## src/rtl/layer_link_serializer_if.sv

```systemverilog
// Link between an upstream parallel layer and the serializer feeding the next layer.
// master = upstream/configuration side, slave = the serializer.
interface layer_link_serializer_if #(
  parameter int N_PARALLEL      = 30,
  parameter int DATA_WIDTH      = 16,
  parameter int LANES           = 1,
  parameter int NUM_NEXT_NEURON = 30
);
  logic [N_PARALLEL*DATA_WIDTH-1:0] i_data;
  logic                             i_valid;
  logic                             o_ready;
  logic [NUM_NEXT_NEURON-1:0]       i_next_ready;
  logic [31:0]                      i_layer_id;
  logic [31:0]                      i_neuron_id;
  logic [LANES*DATA_WIDTH-1:0]      o_data;
  logic                             o_valid;
  logic                             o_last;
  logic                             o_drop;

  modport master (
    output i_data, i_valid, i_next_ready, i_layer_id, i_neuron_id,
    input  o_ready, o_data, o_valid, o_last, o_drop
  );

  modport slave (
    input  i_data, i_valid, i_next_ready, i_layer_id, i_neuron_id,
    output o_ready, o_data, o_valid, o_last, o_drop
  );
endinterface

```

## src/rtl/layer_link_serializer.sv

```systemverilog
// Captures a layer's parallel output into a 1- or 2-slot vector FIFO and streams it
// LANES elements per beat, selecting the downstream ready and flagging dropped vectors.
module layer_link_serializer #(
  parameter int N_PARALLEL      = 30,
  parameter int DATA_WIDTH      = 16,
  parameter int LANES           = 1,
  parameter int NUM_NEXT_NEURON = 30,
  parameter int NEXT_LAYER_ID   = 2,
  parameter int DOUBLE_BUFFER   = 1
) (
  input logic                    i_clk,
  input logic                    i_reset,
  layer_link_serializer_if.slave link
);
  localparam int DEPTH  = (DOUBLE_BUFFER != 0) ? 2 : 1;
  localparam int BEATS  = N_PARALLEL / LANES;
  localparam int BEAT_W = (BEATS > 1) ? $clog2(BEATS) : 1;
  localparam int NID_W  = (NUM_NEXT_NEURON > 1) ? $clog2(NUM_NEXT_NEURON) : 1;

  localparam logic [1:0]        DEPTH_C   = 2'(DEPTH);
  localparam logic              LAST_PTR  = 1'(DEPTH - 1);
  localparam logic [BEAT_W-1:0] LAST_BEAT = BEAT_W'(BEATS - 1);

  // A vector viewed as beats, so the current beat is a plain index.
  typedef logic [BEATS-1:0][LANES*DATA_WIDTH-1:0] vec_t;

  vec_t              mem [DEPTH];
  vec_t              head;
  logic              wr_ptr, wr_ptr_nxt;
  logic              rd_ptr, rd_ptr_nxt;
  logic [1:0]        count, count_nxt;
  logic [BEAT_W-1:0] beat, beat_nxt;
  logic              drop, drop_nxt;
  logic              valid, ready, rdy_eff, take, xfer, fin;

  assign valid = (count != 2'd0);
  assign ready = (count < DEPTH_C);
  assign head  = mem[rd_ptr];

  assign link.o_valid = valid;
  assign link.o_ready = ready;
  assign link.o_last  = valid && (beat == LAST_BEAT);
  assign link.o_drop  = drop;
  assign link.o_data  = valid ? head[beat] : '0;

  // While the next layer loads weights only the neuron being configured gates the link.
  always_comb begin
    rdy_eff = &link.i_next_ready;
    if (link.i_layer_id == 32'(NEXT_LAYER_ID))
      rdy_eff = (link.i_neuron_id < 32'(NUM_NEXT_NEURON)) &&
                link.i_next_ready[link.i_neuron_id[NID_W-1:0]];
  end

  // NOTE: every output of this block is given a default first, so no path can infer a latch.
  always_comb begin
    take       = link.i_valid && ready;
    xfer       = valid && rdy_eff;
    fin        = xfer && (beat == LAST_BEAT);
    wr_ptr_nxt = wr_ptr;
    rd_ptr_nxt = rd_ptr;
    count_nxt  = count;
    beat_nxt   = beat;
    drop_nxt   = drop | (link.i_valid && !ready);

    if (take) wr_ptr_nxt = (wr_ptr == LAST_PTR) ? 1'b0 : ~wr_ptr;
    if (fin) begin
      rd_ptr_nxt = (rd_ptr == LAST_PTR) ? 1'b0 : ~rd_ptr;
      beat_nxt   = '0;
    end else if (xfer) begin
      beat_nxt   = beat + 1'b1;
    end

    if (take && !fin)      count_nxt = count + 2'd1;
    else if (!take && fin) count_nxt = count - 2'd1;
  end

  // NOTE: state uses non-blocking assignments so every register samples pre-edge values.
  always_ff @(posedge i_clk or posedge i_reset) begin
    if (i_reset) begin
      wr_ptr <= 1'b0;
      rd_ptr <= 1'b0;
      count  <= 2'd0;
      beat   <= '0;
      drop   <= 1'b0;
    end else begin
      wr_ptr <= wr_ptr_nxt;
      rd_ptr <= rd_ptr_nxt;
      count  <= count_nxt;
      beat   <= beat_nxt;
      drop   <= drop_nxt;
    end
  end

  // NOTE: slot storage is not reset; o_data is gated by o_valid so it still reads 0 after reset.
  always_ff @(posedge i_clk) begin
    if (take) mem[wr_ptr] <= link.i_data;
  end
endmodule

```

## src/flat_wrapper.sv

```systemverilog
// flat-port wrapper written by rule: the top's interface ports become plain ports
module layer_link_serializer_flat 
#(
  parameter int N_PARALLEL      = 30,
  parameter int DATA_WIDTH      = 16,
  parameter int LANES           = 1,
  parameter int NUM_NEXT_NEURON = 30,
  parameter int NEXT_LAYER_ID   = 2,
  parameter int DOUBLE_BUFFER   = 1
)
  (i_clk, i_reset, link_i_data, link_i_valid, link_i_next_ready, link_i_layer_id, link_i_neuron_id, link_o_ready, link_o_data, link_o_valid, link_o_last, link_o_drop);
  layer_link_serializer_if #(.N_PARALLEL(N_PARALLEL), .DATA_WIDTH(DATA_WIDTH), .LANES(LANES), .NUM_NEXT_NEURON(NUM_NEXT_NEURON)) link_i ();
  input logic i_clk;
  input logic i_reset;
  input wire logic [$bits(link_i.i_data)-1:0] link_i_data;
  input wire logic [$bits(link_i.i_valid)-1:0] link_i_valid;
  input wire logic [$bits(link_i.i_next_ready)-1:0] link_i_next_ready;
  input wire logic [$bits(link_i.i_layer_id)-1:0] link_i_layer_id;
  input wire logic [$bits(link_i.i_neuron_id)-1:0] link_i_neuron_id;
  output wire logic [$bits(link_i.o_ready)-1:0] link_o_ready;
  output wire logic [$bits(link_i.o_data)-1:0] link_o_data;
  output wire logic [$bits(link_i.o_valid)-1:0] link_o_valid;
  output wire logic [$bits(link_i.o_last)-1:0] link_o_last;
  output wire logic [$bits(link_i.o_drop)-1:0] link_o_drop;
  assign link_i.i_data = link_i_data;
  assign link_i.i_valid = link_i_valid;
  assign link_i.i_next_ready = link_i_next_ready;
  assign link_i.i_layer_id = link_i_layer_id;
  assign link_i.i_neuron_id = link_i_neuron_id;
  assign link_o_ready = link_i.o_ready;
  assign link_o_data = link_i.o_data;
  assign link_o_valid = link_i.o_valid;
  assign link_o_last = link_i.o_last;
  assign link_o_drop = link_i.o_drop;
  layer_link_serializer #(.N_PARALLEL(N_PARALLEL), .DATA_WIDTH(DATA_WIDTH), .LANES(LANES), .NUM_NEXT_NEURON(NUM_NEXT_NEURON), .NEXT_LAYER_ID(NEXT_LAYER_ID), .DOUBLE_BUFFER(DOUBLE_BUFFER)) u_core (.i_clk(i_clk), .i_reset(i_reset), .link(link_i));
endmodule
```

## config.mk

```make
export PLATFORM = sky130hd
export DESIGN_NAME = layer_link_serializer_flat
export DESIGN_NICKNAME = d
export VERILOG_FILES = /design/src/rtl/layer_link_serializer_if.sv /design/src/rtl/layer_link_serializer.sv /design/src/flat_wrapper.sv
export SDC_FILE = /design/constraint.sdc
export NUM_CORES = 1
export LEC_CHECK = 0
export BUFFER_PORTS_ARGS = -buffer_cell sky130_fd_sc_hd__buf_2
export CAP_MARGIN = 15
export CELL_PAD_IN_SITES_DETAIL_PLACEMENT = 0
export CELL_PAD_IN_SITES_GLOBAL_PLACEMENT = 1
export CORE_MARGIN = 1
export CORE_UTILIZATION = 41
export DETAILED_ROUTE_END_ITERATION = 10
export PLACE_DENSITY_LB_ADDON = 0.1
export REMOVE_ABC_BUFFERS = 1
export SYNTH_ARGS = -nofsm -noshare
export SYNTH_HDL_FRONTEND = slang
export SYNTH_SLANG_ARGS = --single-unit
```

## constraint.sdc

```tcl
create_clock -name i_clk -period 68.6 [get_ports i_clk]
set_input_delay 10.29 -clock i_clk [delete_from_list [all_inputs] [get_ports i_clk]]
set_output_delay 10.29 -clock i_clk [all_outputs]
set_load 0.01 [all_outputs]
```

**Yosys cells after proc, flatten, opt, wreduce, memory -nomap -nowiden**

Memory sizes are Yosys's and may differ from the RTL's.
Cells that the tools add are included.
W data, S select, Z words.

- Bits in registers: 10
- Memory bits (writable): 960
- Input bits: 577
- Output and inout bits: 20
- Word-level logic and storage cells: 47
- Memories kept: 1

Memories:

| name | words | bits a word | rd ports | clocked after memory_dff | write ports | RTL line | RTL |
|---|---|---|---|---|---|---|---|
| u_core.mem | 2 | 480 | 1 | 0 | 1 | layer_link_serializer.sv:27 | `vec_t mem [DEPTH];` |

- Add/subtract/negate cells: 3
- Magnitude comparators: 4
- Equality and inequality tests: 2
- Muxes and demuxes: 14
- Bitwise operators: 3
- Reduce and logical (&&, ||, !) cells: 15

Operator list:

| operator | number |
|---|---|
| $bmux W16 S5 | 1 |
| $eq A32 B2 Y1 const B | 1 |
| $lt A32 B5 Y1 const B | 1 |
| $mux W16 | 2 |
| $reduce_and A30 Y1 | 1 |
| $lt A5 B6 Y1 const B | 2 |
| $mux W5 | 2 |
| $logic_and A1 B1 Y1 | 8 |
| $mux W1 | 6 |
| $reduce_bool A2 Y1 | 3 |
| $add A5 B1 Y5 const B | 1 |
| $bmux W1 S5 | 1 |
| $eq A5 B5 Y1 const B | 1 |
| $mux W2 | 2 |
| $logic_not A1 Y1 | 3 |
| $add A2 B1 Y2 const B | 1 |
| $lt A2 B2 Y1 const B | 1 |
| $not A1 Y1 | 2 |
| $sub A2 B1 Y2 const B | 1 |
| $or A1 B1 Y1 | 1 |

**Logic depth before layout (Yosys ltp)**

- Word-level depth: 9
- Mapped depth: 11
- Gate-level depth less buffers: 10

**Worst setup path after synthesis**

OpenSTA, ideal clock, no wires.

- Kind: input to register
- From: input port link_i_valid
- To: memory u_core.mem[0][0] (netlist name) (enable)
- Setup time: 1,392 ps
- Data arrival time: 31,502 ps
- Data required time: 67,208 ps
- Setup slack: 35,706 ps
- Stages: 2
- Buffers on the path: 0
- Cells stage by stage: nor2b_1 nor2b_1

- Cells in the longest elaborated chain, start to end: 3

Ends and longest elaborated chain:

| item | RTL line | RTL |
|---|---|---|
| from (decl) | flat_wrapper.sv:16 | `input wire logic [$bits(link_i.i_valid)-1:0] link_i_valid;` |
| $logic_and A1 B1 Y1 | layer_link_serializer.sv:56 | `take = link.i_valid && ready;` |
| $mux W1 | layer_link_serializer.sv:96 | `if (take) mem[wr_ptr] <= link.i_data;` |
| $mux W1 (implied by the code) | layer_link_serializer.sv:96 |  |
| to (decl) | layer_link_serializer.sv:27 |  |

Every way passes these cells.

**Worst setup path in the final report**

- From: register u_core.rd_ptr
- To: output port link_o_data[10]

- Cells in the longest elaborated chain, start to end: 4

Ends and longest elaborated chain:

| item | RTL line | RTL |
|---|---|---|
| from (decl) | layer_link_serializer.sv:30 | `logic rd_ptr, rd_ptr_nxt;` |
| from (signal assigned) | layer_link_serializer.sv:87 | `rd_ptr <= rd_ptr_nxt;` |
| $mem_v2 Z2 W480 | n/a |  |
| $bmux W16 S5 | layer_link_serializer.sv:44 | `assign link.o_data = valid ? head[beat] : '0;` |
| $mux W16 (implied by the code) | layer_link_serializer.sv:44 |  |
| $mux W16 | layer_link_serializer.sv:44 |  |
| to (decl) | flat_wrapper.sv:21 | `output wire logic [$bits(link_i.o_data)-1:0] link_o_data;` |

Every way passes these cells. The select of a mux whose other input is x is not followed.

==> flow_summary.json <==
{
  "yosys-top-cells-area": "edfxtp_1 (77%), mux4_2 (13%), mux2i_1 (3.3%)",
  "clk_path_buf_depth": 3,
  "power.leakage_nw": 14.9,
  "yosys.area.top_type": "edfxtp_1",
  "die_x_um": 305,
  "use_met2_pct": 36.4,
  "hold_viol_final": 0,
  "met1_usage_pct": 24.1,
  "hp-class": "reg2reg",
  "wl_per_cell_um": 26.6,
  "cts_resized": 0,
  "pre_cts_slack_ps": 53630,
  "final.period_utilization_pct": 22.7,
  "drt-vias-per-instance": 5.40,
  "final_cell_area_sq_um": 45300,
  "drcViolationCount": 0,
  "tns_ps": 0,
  "cts_made_buffers": 105,
  "drtPass1Iterations": 5,
  "yosys_register_bits": 970,
  "synth_most_common_cell": "edfxtp_1",
  "cts.sinks": 970,
  "via_count": 19500,
  "cts_setup_buffers": 0,
  "finalSetupViolations": 0,
  "dieArea_sq_um": 92700,
  "yosysSeqAreaShare_pct": 77.5,
  "p_per_area_nw_per_um2": 33.0,
  "fmax_ghz": 0.0643,
  "start_util_pct": 41.6,
  "whs_path_depth": 1,
  "fp.dieH_um": 305,
  "skew_ps": 25.7,
  "root_buffer": "clkbuf_16",
  "finalWorstSetupSlack_ps": 53040,
  "grt_max_degree": 174,
  "cp-start-kind": "flip-flop",
  "cts_tree": "done",
  "place.gp.congestion": 0.857,
  "path_clk_slew_ps": 50,
  "synth_edf_count": 960,
  "synth_area_sq_um": 37500,
  "syn_inst": 1706,
  "outcome": "finished, final reports clean",
  "drt_wl_total_mm": 96.0,
  "place_area_sq_um": 41800,
  "grt_pass1_vias": 21000,
  "yosys-top-cells-count": "edfxtp_1 (960), mux4_2 (220), mux2i_1 (125), clkbuf_1 (50), o21ai_0 (45)",
  "grt_setup_unrepaired": "false",
  "insertion_delay_ps": 680,
  "synth_warnings": 0,
  "cap_violations": 0,
  "drive_gt1_share_pct": 41.6,
  "ys_types": 48,
  "gr-usage-met3_pct": 6.29,
  "synth_top_flop_cell": "edfxtp_1",
  "grt_pass1_wl_mm": 138,
  "ios": 597,
  "synth_top_area_share_pct": 76.8,
  "required_ps": 58310,
  "slew_headroom_pct": 15.0,
  "drt-initial-drc-count": 1251,
  "ys_async_sr_fraction_pct": 1.03,
  "antenna_found_initial": 84,
  "rr_worst_depth": 4,
  "slew_violations": 0,
  "ant_nets": 0,
  "row_count": 110,
  "grt_util_all_layers_pct": 20.6,
  "fin_cells": 3616,
  "port_buffers": 596,
  "max_slew.worst_pin.slew_ps": 1280,
  "grt-ovfl-total": 0,
  "nets": 2917,
  "grt_busiest_layer": "met2",
  "dpl.cell_count": 3406,
  "avgSynthCellArea_sq_um": 22.0,
  "min_period_ps": 15560,
  "htreeDepth": 3,
  "dp_hpwl_mm": 61.9,
  "crit_type": "reg2out",
  "arrival_ps": 5270,
  "vdd_drop_max_v": 0.0000305,
  "cp-end-kind": "output pin",
  "area_delta_synth_final_pct": 20.7,
  "coreArea_sq_um": 90300,
  "crit_fanout": 111,
  "cts_hold_buf": 0
}
-- power breakdown --
part | internal, mW | switching (mW) | total (mW)
logic | 0.0486 | 0.0965 | 0.145
registers | 0.774 | 0.0207 | 0.794
clock network | 0.330 | 0.226 | 0.556
total | 1.15 | 0.343 | 1.50
-- cells in the final DEF (no fill, tap or decap), types with 3 or more instances in the layout --
master / count
o22ai_1: 24
buf_2: 596
ha_1: 3
dfrtp_1: 5
a22oi_1: 5
inv_1: 6
o221ai_1: 13
nor4_1: 14
a31o_2: 4
buf_4: 16
a21oi_1: 28
mux4_2: 220
o31ai_1: 4
dfrtp_4: 5
a211oi_1: 24
xor2_1: 3
clkinv_1: 14
o21ai_0: 45
nand2b_1: 3
bufinv_16: 11
edfxtp_1: 960
o211ai_1: 12
a32oi_1: 3
clkbuf_1: 29
nor2_1: 16
mux2i_1: 125
clkbuf_16: 108
clkinv_2: 27
nand2_1: 27
diode_2: 15
nand3_1: 18
nor2b_1: 4
buf_12: 6
nand4_1: 12
-- worst paths after layout --
path                                     from                 end  slack (ps)
setup / recovery                u_core.rd_ptr     link_o_data[10]       53040
hold / removal             u_core.link.o_drop  u_core.link.o_drop         460
setup reg to reg              u_core.count[1]  u_core.mem[1][377]       64750
hold reg to reg            u_core.link.o_drop  u_core.link.o_drop         460
max in group asynchronous             i_reset       u_core.rd_ptr       58630
min in group asynchronous             i_reset      u_core.beat[4]        9640
-- per-stage QoR --
stage          power, mW  util (%)  hold slack, ps
2_1_floorplan      0.962         -             455
3_3_place_gp       0.947      46.3             440
3_5_place_dp       0.956      46.3             447
4_1_cts             1.51      50.1             460
5_1_grt             1.55      50.1             472
6_report            1.50      50.2             459
-- layout make-up --
type	count	area [sq um]
clock buffer	137	2810
sequential	970	29100
multi-input combinational	636	8020
timing repair buffer	618	3220
inverter	6	22.5
antenna	15	37.5
tap	1176	1470
clock inverter	58	604
fill	7430	45000
-- critical path, stage by stage (launching register included) --
cell     delay [ps]
dfrtp_4         930
buf_12          630
buf_4           850
mux4_2          600
mux4_2          460
o21ai_0         340
a21oi_1         100
a31o_2          260
buf_2           140
-- flip-flops by register name (all words and copies together), names as in the netlist --
name / flops
u_core.link.o_drop: 1
u_core.wr_ptr: 1
u_core.rd_ptr: 1
u_core.mem: 960
u_core.beat: 5
u_core.count: 2
-- routing by layer --
layer / vias to the layer above / routed length (um)
li1: 8579 / -
met3: 248 / 6300
met1: 9996 / 36600
met2: 618 / 49900
met5: - / 450
met4: 72 / 2790
-- logic make-up (layout without fill, tap and decap cells) --
kind of cell | after synthesis | after routing | synth area share, %
fa+ha+maj | 3 | 3 | 0.100
buf+inv | 100 | 819 | 1.23
mux | 347 | 347 | 16.6
other cells | 0 | 15 | 0
simple gates | 109 | 109 | 1.47
compound gates | 172 | 172 | 2.99
flops | 970 | 970 | 77.5
xor+xnor | 5 | 5 | 0.117
(Power assumes the default switching activity.)
